## src/rtl/result_store_pkg.sv

```systemverilog
// Shared types and constants for the result buffer sequencing controller.
package result_store_pkg;

  localparam int BYTES_PER_PIXEL          = 3;
  localparam int RESULT_ARRAY_LEN_DEFAULT = 51200;

  typedef logic [7:0] byte_t;

  typedef enum logic [2:0] {
    S_IDLE,
    S_WAIT,
    S_WR_R,
    S_WR_G,
    S_WR_B,
    S_RD
  } rs_state_t;

endpackage

```

## src/rtl/result_store_ctrl_arb.sv

```systemverilog
// Two-requester round-robin arbiter. req[0] is the pixel stream, req[1] the
// host read port. Only contended grants move the priority pointer, so an
// uncontended requester never costs the other one its turn.
module rr_arb2 (
  input  logic       clk,
  input  logic       rst,
  input  logic       en,
  input  logic [1:0] req,
  output logic [1:0] gnt
);

  // Index of the winner of the last contended grant; resets to "read" so
  // the pixel stream wins the first contention.
  logic last_gnt;

  // Grant the sole requester, or the loser of the last contention.
  always_comb begin
    gnt = 2'b00;
    if (en) begin
      if (req == 2'b11) gnt = last_gnt ? 2'b01 : 2'b10;
      else              gnt = req;
    end
  end

  // Remember who won when both were asking.
  always_ff @(posedge clk) begin
    if (rst)                        last_gnt <= 1'b1;
    else if (en && (req == 2'b11))  last_gnt <= gnt[1];
  end

endmodule

```

## src/rtl/result_store_ctrl.sv

```systemverilog
// Result buffer sequencer: serialises each accepted RGB pixel into three
// byte writes on the shared result RAM, interleaves host byte reads through
// a round-robin arbiter, and counts pixels to flag frame completion.
module result_store_ctrl
  import result_store_pkg::*;
#(
  parameter int RESULT_ARRAY_LEN = RESULT_ARRAY_LEN_DEFAULT,
  parameter int NUM_PIXELS       = 17066,
  parameter int ADDR_W           = $clog2(RESULT_ARRAY_LEN)
) (
  input  logic              clk,
  input  logic              rst,
  input  logic              start_i,
  input  logic              pix_valid_i,
  output logic              pix_ready_o,
  input  logic [7:0]        red_i,
  input  logic [7:0]        green_i,
  input  logic [7:0]        blue_i,
  input  logic              rd_req_i,
  input  logic [ADDR_W-1:0] rd_addr_i,
  output logic              rd_ack_o,
  output logic              rd_valid_o,
  output logic [7:0]        rd_data_o,
  output logic              mem_we_o,
  output logic [ADDR_W-1:0] mem_addr_o,
  output logic [7:0]        mem_wdata_o,
  input  logic [7:0]        mem_rdata_i,
  output logic              busy_o,
  output logic              done_o
);

  localparam int CNT_W = $clog2(NUM_PIXELS + 1);

  // A frame must fit in the RAM so the write base never wraps.
  if (BYTES_PER_PIXEL * NUM_PIXELS > RESULT_ARRAY_LEN) begin : g_size_chk
    $error("result_store_ctrl: 3*NUM_PIXELS exceeds RESULT_ARRAY_LEN");
  end

  rs_state_t         state_q, state_d;
  logic [ADDR_W-1:0] base_q, rd_addr_q;
  logic [CNT_W-1:0]  pix_cnt_q;
  byte_t             r_q, g_q, b_q;
  logic              busy_q, done_q, rd_valid_q;

  logic              last_pix;
  logic              arb_en;
  logic [1:0]        arb_req, arb_gnt;
  logic              pix_gnt, rd_gnt;

  // The pixel being written in WR_B is the final one of the frame.
  assign last_pix = (pix_cnt_q == CNT_W'(NUM_PIXELS - 1));

  // Grant points: IDLE (reads only, start has priority), WAIT, and every
  // WR_B except the one closing the frame. Nothing is granted under reset.
  always_comb begin
    arb_en = 1'b0;
    if (!rst) begin
      case (state_q)
        S_IDLE:  arb_en = !start_i;
        S_WAIT:  arb_en = 1'b1;
        S_WR_B:  arb_en = !last_pix;
        default: arb_en = 1'b0;
      endcase
    end
    arb_req = {rd_req_i, pix_valid_i && busy_q && (state_q != S_IDLE)};
  end

  rr_arb2 u_arb (
    .clk (clk),
    .rst (rst),
    .en  (arb_en),
    .req (arb_req),
    .gnt (arb_gnt)
  );

  assign pix_gnt = arb_gnt[0];
  assign rd_gnt  = arb_gnt[1];

  // Next-state and RAM-side outputs.
  always_comb begin
    state_d     = state_q;
    mem_we_o    = 1'b0;
    mem_addr_o  = '0;
    mem_wdata_o = '0;
    case (state_q)
      S_IDLE: begin
        if (start_i)     state_d = S_WAIT;
        else if (rd_gnt) state_d = S_RD;
      end
      S_WAIT: begin
        if (pix_gnt)     state_d = S_WR_R;
        else if (rd_gnt) state_d = S_RD;
      end
      S_WR_R: begin
        mem_we_o    = 1'b1;
        mem_addr_o  = base_q;
        mem_wdata_o = r_q;
        state_d     = S_WR_G;
      end
      S_WR_G: begin
        mem_we_o    = 1'b1;
        mem_addr_o  = base_q + ADDR_W'(1);
        mem_wdata_o = g_q;
        state_d     = S_WR_B;
      end
      S_WR_B: begin
        mem_we_o    = 1'b1;
        mem_addr_o  = base_q + ADDR_W'(2);
        mem_wdata_o = b_q;
        if (last_pix)     state_d = S_IDLE;
        else if (pix_gnt) state_d = S_WR_R;
        else if (rd_gnt)  state_d = S_RD;
        else              state_d = S_WAIT;
      end
      S_RD: begin
        mem_addr_o = rd_addr_q;
        state_d    = busy_q ? S_WAIT : S_IDLE;
      end
      default: state_d = S_IDLE;
    endcase
  end

  assign pix_ready_o = pix_gnt;
  assign rd_ack_o    = rd_gnt;
  assign rd_valid_o  = rd_valid_q;
  assign rd_data_o   = rd_valid_q ? mem_rdata_i : 8'h00;
  assign busy_o      = busy_q;
  assign done_o      = done_q;

  // State, write base, pixel counter and captured request data.
  always_ff @(posedge clk) begin
    if (rst) begin
      state_q    <= S_IDLE;
      base_q     <= '0;
      pix_cnt_q  <= '0;
      rd_addr_q  <= '0;
      r_q        <= '0;
      g_q        <= '0;
      b_q        <= '0;
      busy_q     <= 1'b0;
      done_q     <= 1'b0;
      rd_valid_q <= 1'b0;
    end else begin
      state_q    <= state_d;
      done_q     <= 1'b0;
      rd_valid_q <= (state_q == S_RD);
      if ((state_q == S_IDLE) && start_i) begin
        base_q    <= '0;
        pix_cnt_q <= '0;
        busy_q    <= 1'b1;
      end
      if (pix_gnt) begin
        r_q <= red_i;
        g_q <= green_i;
        b_q <= blue_i;
      end
      if (rd_gnt) rd_addr_q <= rd_addr_i;
      if (state_q == S_WR_B) begin
        base_q    <= base_q + ADDR_W'(BYTES_PER_PIXEL);
        pix_cnt_q <= pix_cnt_q + CNT_W'(1);
        if (last_pix) begin
          busy_q <= 1'b0;
          done_q <= 1'b1;
        end
      end
    end
  end

endmodule

```

## config.mk

```make
export PLATFORM = sky130hd
export DESIGN_NAME = result_store_ctrl
export DESIGN_NICKNAME = d
export VERILOG_FILES = /design/src/rtl/result_store_pkg.sv /design/src/rtl/result_store_ctrl_arb.sv /design/src/rtl/result_store_ctrl.sv
export SDC_FILE = /design/constraint.sdc
export NUM_CORES = 1
export LEC_CHECK = 0
export BUFFER_PORTS_ARGS = -buffer_cell sky130_fd_sc_hd__buf_2
export CAP_MARGIN = 20
export CORE_UTILIZATION = 47
export CTS_BUF_LIST = sky130_fd_sc_hd__clkbuf_8
export DETAILED_ROUTE_END_ITERATION = 8
export HOLD_SLACK_MARGIN = 0.02
export PLACE_DENSITY = 0.81
export SYNTH_ARGS = -nofsm -noshare
export SYNTH_HDL_FRONTEND = slang
export SYNTH_HIERARCHICAL = 1
export SYNTH_SLANG_ARGS = --single-unit
```

## constraint.sdc

```tcl
create_clock -name clk -period 3.09 [get_ports clk]
set_input_delay 0.4635 -clock clk [delete_from_list [all_inputs] [get_ports clk]]
set_output_delay 0.4635 -clock clk [all_outputs]
set_load 0.02 [all_outputs]
```

# After elaboration in Yosys (flattened, before gate mapping)
# Cells that the tools add are included.
# classes
n_addsub	4
n_mux	25
bitwise_logic	1
reduce_logical	11
eq_ne	7
# ops
cell	n
$pmux 16 s4	1
$add 16x2->16 const B	2
$mux 16	2
$mux 15	2
$pmux 8 s3	1
$mux 3	6
$pmux 3 s6	1
$add 16x1->16 const B	1
$add 15x1->15 const B	1
$eq 15x15->1 const B	1
$mux 8	1
$mux 1	7
$eq 3x2->1 const B	2
$eq 3x3->1 const B	2
$mux 2	3
$logic_and 1x1->1	4
$eq 3x1->1 const B	1
$logic_not 3->1	1
$pmux 1 s3	1
$reduce_bool 3->1	1
$reduce_or 3->1	1
$eq 2x2->1 const B	1
$logic_not 1->1	2
$reduce_bool 2->1	1
other kinds (2)	2
# totals
ff_bits	78

# Logic depth before layout (Yosys ltp)
# depth
ltp_word	9
mapped_depth	13
mapped_depth_nobuf	12

# Hierarchy
# Netlist, hierarchy kept.
# by_module_without_submodules
module	seq_area_each_um2	instances	cells_each	area_per_inst_um2
result_store_ctrl	1541.5	1	528	4375.4
rr_arb2	20.0	1	9	63.8

# Worst setup path after synthesis
# Ideal clock, no wire load.
# synth_timing
path_kind	reg-to-reg
startpoint	register state_q[2]
endpoint	register rd_addr_q[10]
slack_ns	0.152
period_less_slack_ns	2.938
arrival_ns	2.811
path_buffers	4
setup_time_ns	0.128
required_time_ns	2.962
stages_incl_launch_ff	11
cell_sequence	dfxtp_1 buf_2 buf_1 nand3_1 a211oi_1 nand2_1 a21oi_1 clkbuf_1 buf_2 mux2i_1 nor2_1
# synth_between
word_cells_on_any_way	10
classes_between	3 x eq/ne; 4 x mux; 3 x reduce/logical
# synth_lines
item	line	text
start: declaration	result_store_ctrl.sv:39	rs_state_t state_q, state_d;
start signal: assignment	result_store_ctrl.sv:144	state_q <= state_d;
$eq 3x3->1 (tied with other cells)	result_store_ctrl.sv:58	case (state_q)
$pmux 1 s3 *	result_store_ctrl.sv:58	
$mux 1 *	result_store_ctrl.sv:57	if (!rst) begin
net arb_en	result_store_ctrl.sv:46	logic arb_en;
$mux 2 *	result_store_ctrl_arb.sv:19	if (en) begin
net rd_ack_o	result_store_ctrl.sv:21	output logic rd_ack_o,
end signal: assignment	result_store_ctrl.sv:157	if (rd_gnt) rd_addr_q <= rd_addr_i;
end: declaration	result_store_ctrl.sv:40	logic [ADDR_W-1:0] base_q, rd_addr_q;
# Mark *: on every way through the listed nets, which the timed path passes. The rest lies on a longest branch.
# A chain may end at the register's enable or synchronous reset.

# Worst setup path after layout
# layout_timing
startpoint	register pix_cnt_q[1]
endpoint	output rd_ack_o
# layout_between
elab_chain_len	5
# layout_lines
item	line	text
start: declaration	result_store_ctrl.sv:41	logic [CNT_W-1:0] pix_cnt_q;
start signal: assignment	result_store_ctrl.sv:160	pix_cnt_q <= pix_cnt_q + CNT_W'(1);
$eq 15x15->1	result_store_ctrl.sv:51	assign last_pix = (pix_cnt_q == CNT_W'(NUM_PIXELS - 1));
$logic_not 1->1	result_store_ctrl.sv:61	S_WR_B: arb_en = !last_pix;
$pmux 1 s3	result_store_ctrl.sv:58	
$mux 1	result_store_ctrl.sv:57	
net arb_en	result_store_ctrl.sv:46	
$mux 2	result_store_ctrl_arb.sv:19	
end: declaration	result_store_ctrl.sv:21	
# The timed path passes the listed nets, and every way through them passes these cells.

==> results.sh <==
export IMPL_run_status="finished, final reports clean"
export IMPL_grt_pass1_wl_um=19200
export IMPL_die_h_um=99.2
export IMPL_grt_max_degree=82
export IMPL_finalPower_mw=2.06
export IMPL_hold_class="primary input to flop"
export IMPL_cts_buffers=9
export IMPL_cp_end_kind="primary output"
export IMPL_synth_edf_count=0
export IMPL_dp_slack_ps=244
export IMPL_ys_flop_type="dfxtp_1"
export IMPL_placementRows=35
export IMPL_wl_per_cell_um=16.1
export IMPL_io_buffers=90
export IMPL_synth_top_family_by_area="simple AND/OR/NAND/NOR gates"
export IMPL_place_area_mm2=0.00495
export IMPL_area_growth_pct=16.5
export IMPL_ios=91
export IMPL_fin_ws_ps=157
export IMPL_syn_instance_count=537
export IMPL_ctsHoldBuffers=0
export IMPL_synth_distinct_cells=66
export IMPL_core_mm2=0.00920
export IMPL_gp_congestion=0.931
export IMPL_vias=4447
export IMPL_final_core_util=0.562
export IMPL_cts_clk_slew_worst_paths_ps=100
export IMPL_worst_pin_slew_ps=840
export IMPL_cts_max_level=3
export IMPL_antenna_found_initial=0
export IMPL_clkLatencyLatePin_ps=360
export IMPL_drtIter0Drc=305
export IMPL_viasPerCell=6.13
export IMPL_hpwl_um=8100
export IMPL_ir_drop_uv=259
export IMPL_clock_skew_ps=15.8
export IMPL_cts_sinks=78
export IMPL_rsz0062_at_grt="false"
export IMPL_firstDrtPassIters=5
export IMPL_syn_num_nets=597
export IMPL_drc=0
export IMPL_routed_wl_um=11600
export IMPL_die_w_um=99.2
export IMPL_layout_commonest_cell="buf_2"
export IMPL_fmax_mhz=341
export IMPL_crit_type="flop to primary output"
export IMPL_synthMuxAreaShare=0.130
export IMPL_synthSimpleGateAreaFrac=0.259
export IMPL_cp_start_kind="flop"
export IMPL_synth_area_top_cells="dfxtp_1, mux2i_1, nor2_1"
export IMPL_synth_seq_cells=78
export IMPL_avgSynthCellArea_um2=8.27
export IMPL_n_antenna_cell=0
export IMPL_async_flop_share=0
export IMPL_synthAdderAreaFrac=0.0197
export IMPL_synth_top_area_share=0.352
export IMPL_fin_area_mm2=0.00517
export IMPL_maxCapViolCount=0
export IMPL_whs_ps=330
export IMPL_cts_tree="done"
export IMPL_layout_common_cells="buf_2, nor2_1, dfxtp_1, mux2i_1, nand2_1"
export IMPL_grtUsageTotal=0.238
export IMPL_hold_viol_final=0
export IMPL_instances_no_fill=725
export IMPL_finalCritPeriodShare=0.949
export IMPL_clockBufferDepth=2
export IMPL_synth_area_mm2=0.00444
export IMPL_synth_compound_area_frac=0.174
export IMPL_postRouteAntennaNets=0
export IMPL_period_minus_slack_ps=2930
export IMPL_synth_xor_area_share=0.00986
export IMPL_yosysWarnings=6
export IMPL_cp_data_arrival_time_ps=2470
export IMPL_grt_overflow=0
export IMPL_cts_root_buf="clkbuf_8"
export IMPL_power_density_mw_per_mm2=399
export IMPL_slew_violations=0
export IMPL_finalSetupViolCount=0
export IMPL_crit_fanout=5
export IMPL_drive_gt1_frac=0.231
export IMPL_yosys_area_top_type="dfxtp_1"
export IMPL_p_leak_nw=1.96
export IMPL_cp_required_ps=2630
export IMPL_fin_setup_tns_ps=0
export IMPL_start_util=0.483
export IMPL_grt_pass1_vias=4106
export IMPL_die_area_mm2=0.00984
export IMPL_synth_seq_area_share=0.352
export IMPL_slew_headroom=0.440
export IMPL_fin_nets=669
export IMPL_dpl_cell_count=708
==> synth_stat cells, types with 4 or more instances <==
cell type and count:
a21oi_1 28, nor2_1 79, nand2_1 42, nor4_1 5, mux2_2 7, and4_1 5
o311ai_0 6, and2_1 10, nor3_1 10, a221o_1 4, or4_1 8, buf_1 7
clkbuf_1 18, a21o_1 4, a221oi_1 4, nand4_1 15, dfxtp_1 78, inv_1 9
nand3_1 15, o21ai_0 25, ha_1 7, mux2i_1 50, a31oi_1 6, nor2b_1 5
buf_2 14, o22ai_1 5
==> routing by layer <==
layer / global-route usage / vias up / wire length, µm
met4: 0.113 / 0 / 364
met3: 0.0527 / 41 / 835
met5: 0 / - / 0
li1: - / 2116 / -
met1: 0.296 / 2075 / 4870
met2: 0.394 / 215 / 5580
==> state kept, by name (all words and copies together), names as in the netlist <==
name,cells
base_q,16
g_q,8
rd_valid_o,1
done_o,1
u_arb/last_gnt,1
b_q,8
pix_cnt_q,15
state_q,3
busy_o,1
r_q,8
rd_addr_q,16
==> layout make-up <==
class	count	area, µm²
clock inverter	7	80.1
multi-input combinational	406	2660
clock buffer	9	124
fill	817	4030
timing repair buffer	105	576
inverter	9	33.8
sequential	78	1560
tap	111	139
==> critical path: stages, from the launching register on <==
cell	delay (ps)
dfxtp_1	390
inv_1	60
ha_1	170
and4b_1	160
nand4_1	210
nand3_1	170
a211oi_2	340
nand2_1	150
a21oi_2	230
buf_2	210
==> power by group <==
part	total, mW	internal (mW)	switching, mW
registers	1.04	1.02	0.0186
logic	0.216	0.0879	0.128
clock network	0.806	0.385	0.422
total	2.06	1.50	0.568
==> repair_timing <==
item | 4_1_cts | 5_1_grt
endpoints found under the setup margin | 1 | 2
resized for setup | 1 | 1
setup buffers | 1 | 0
pin swaps | 0 | 0
cloned | 0 | 0
==> cells by family after synthesis <==
logic type / after synthesis
compound gates: 114
mux: 57
xor+xnor: 5
simple gates: 223
fa+ha+maj: 7
buf+inv: 53
flops: 78
==> final timing paths <==
check / startpoint / end / slack [ps] / cells after the start
setup / recovery: pix_cnt_q[1] / rd_ack_o / 160 / 9
hold / removal: rd_addr_i[0] / rd_addr_q[0] / 330 / 3
setup reg to reg: pix_cnt_q[1] / state_q[2] / 330 / 13
hold reg to reg: rd_addr_q[2] / rd_addr_q[2] / 500 / 2
(Power assumes the default switching activity.)
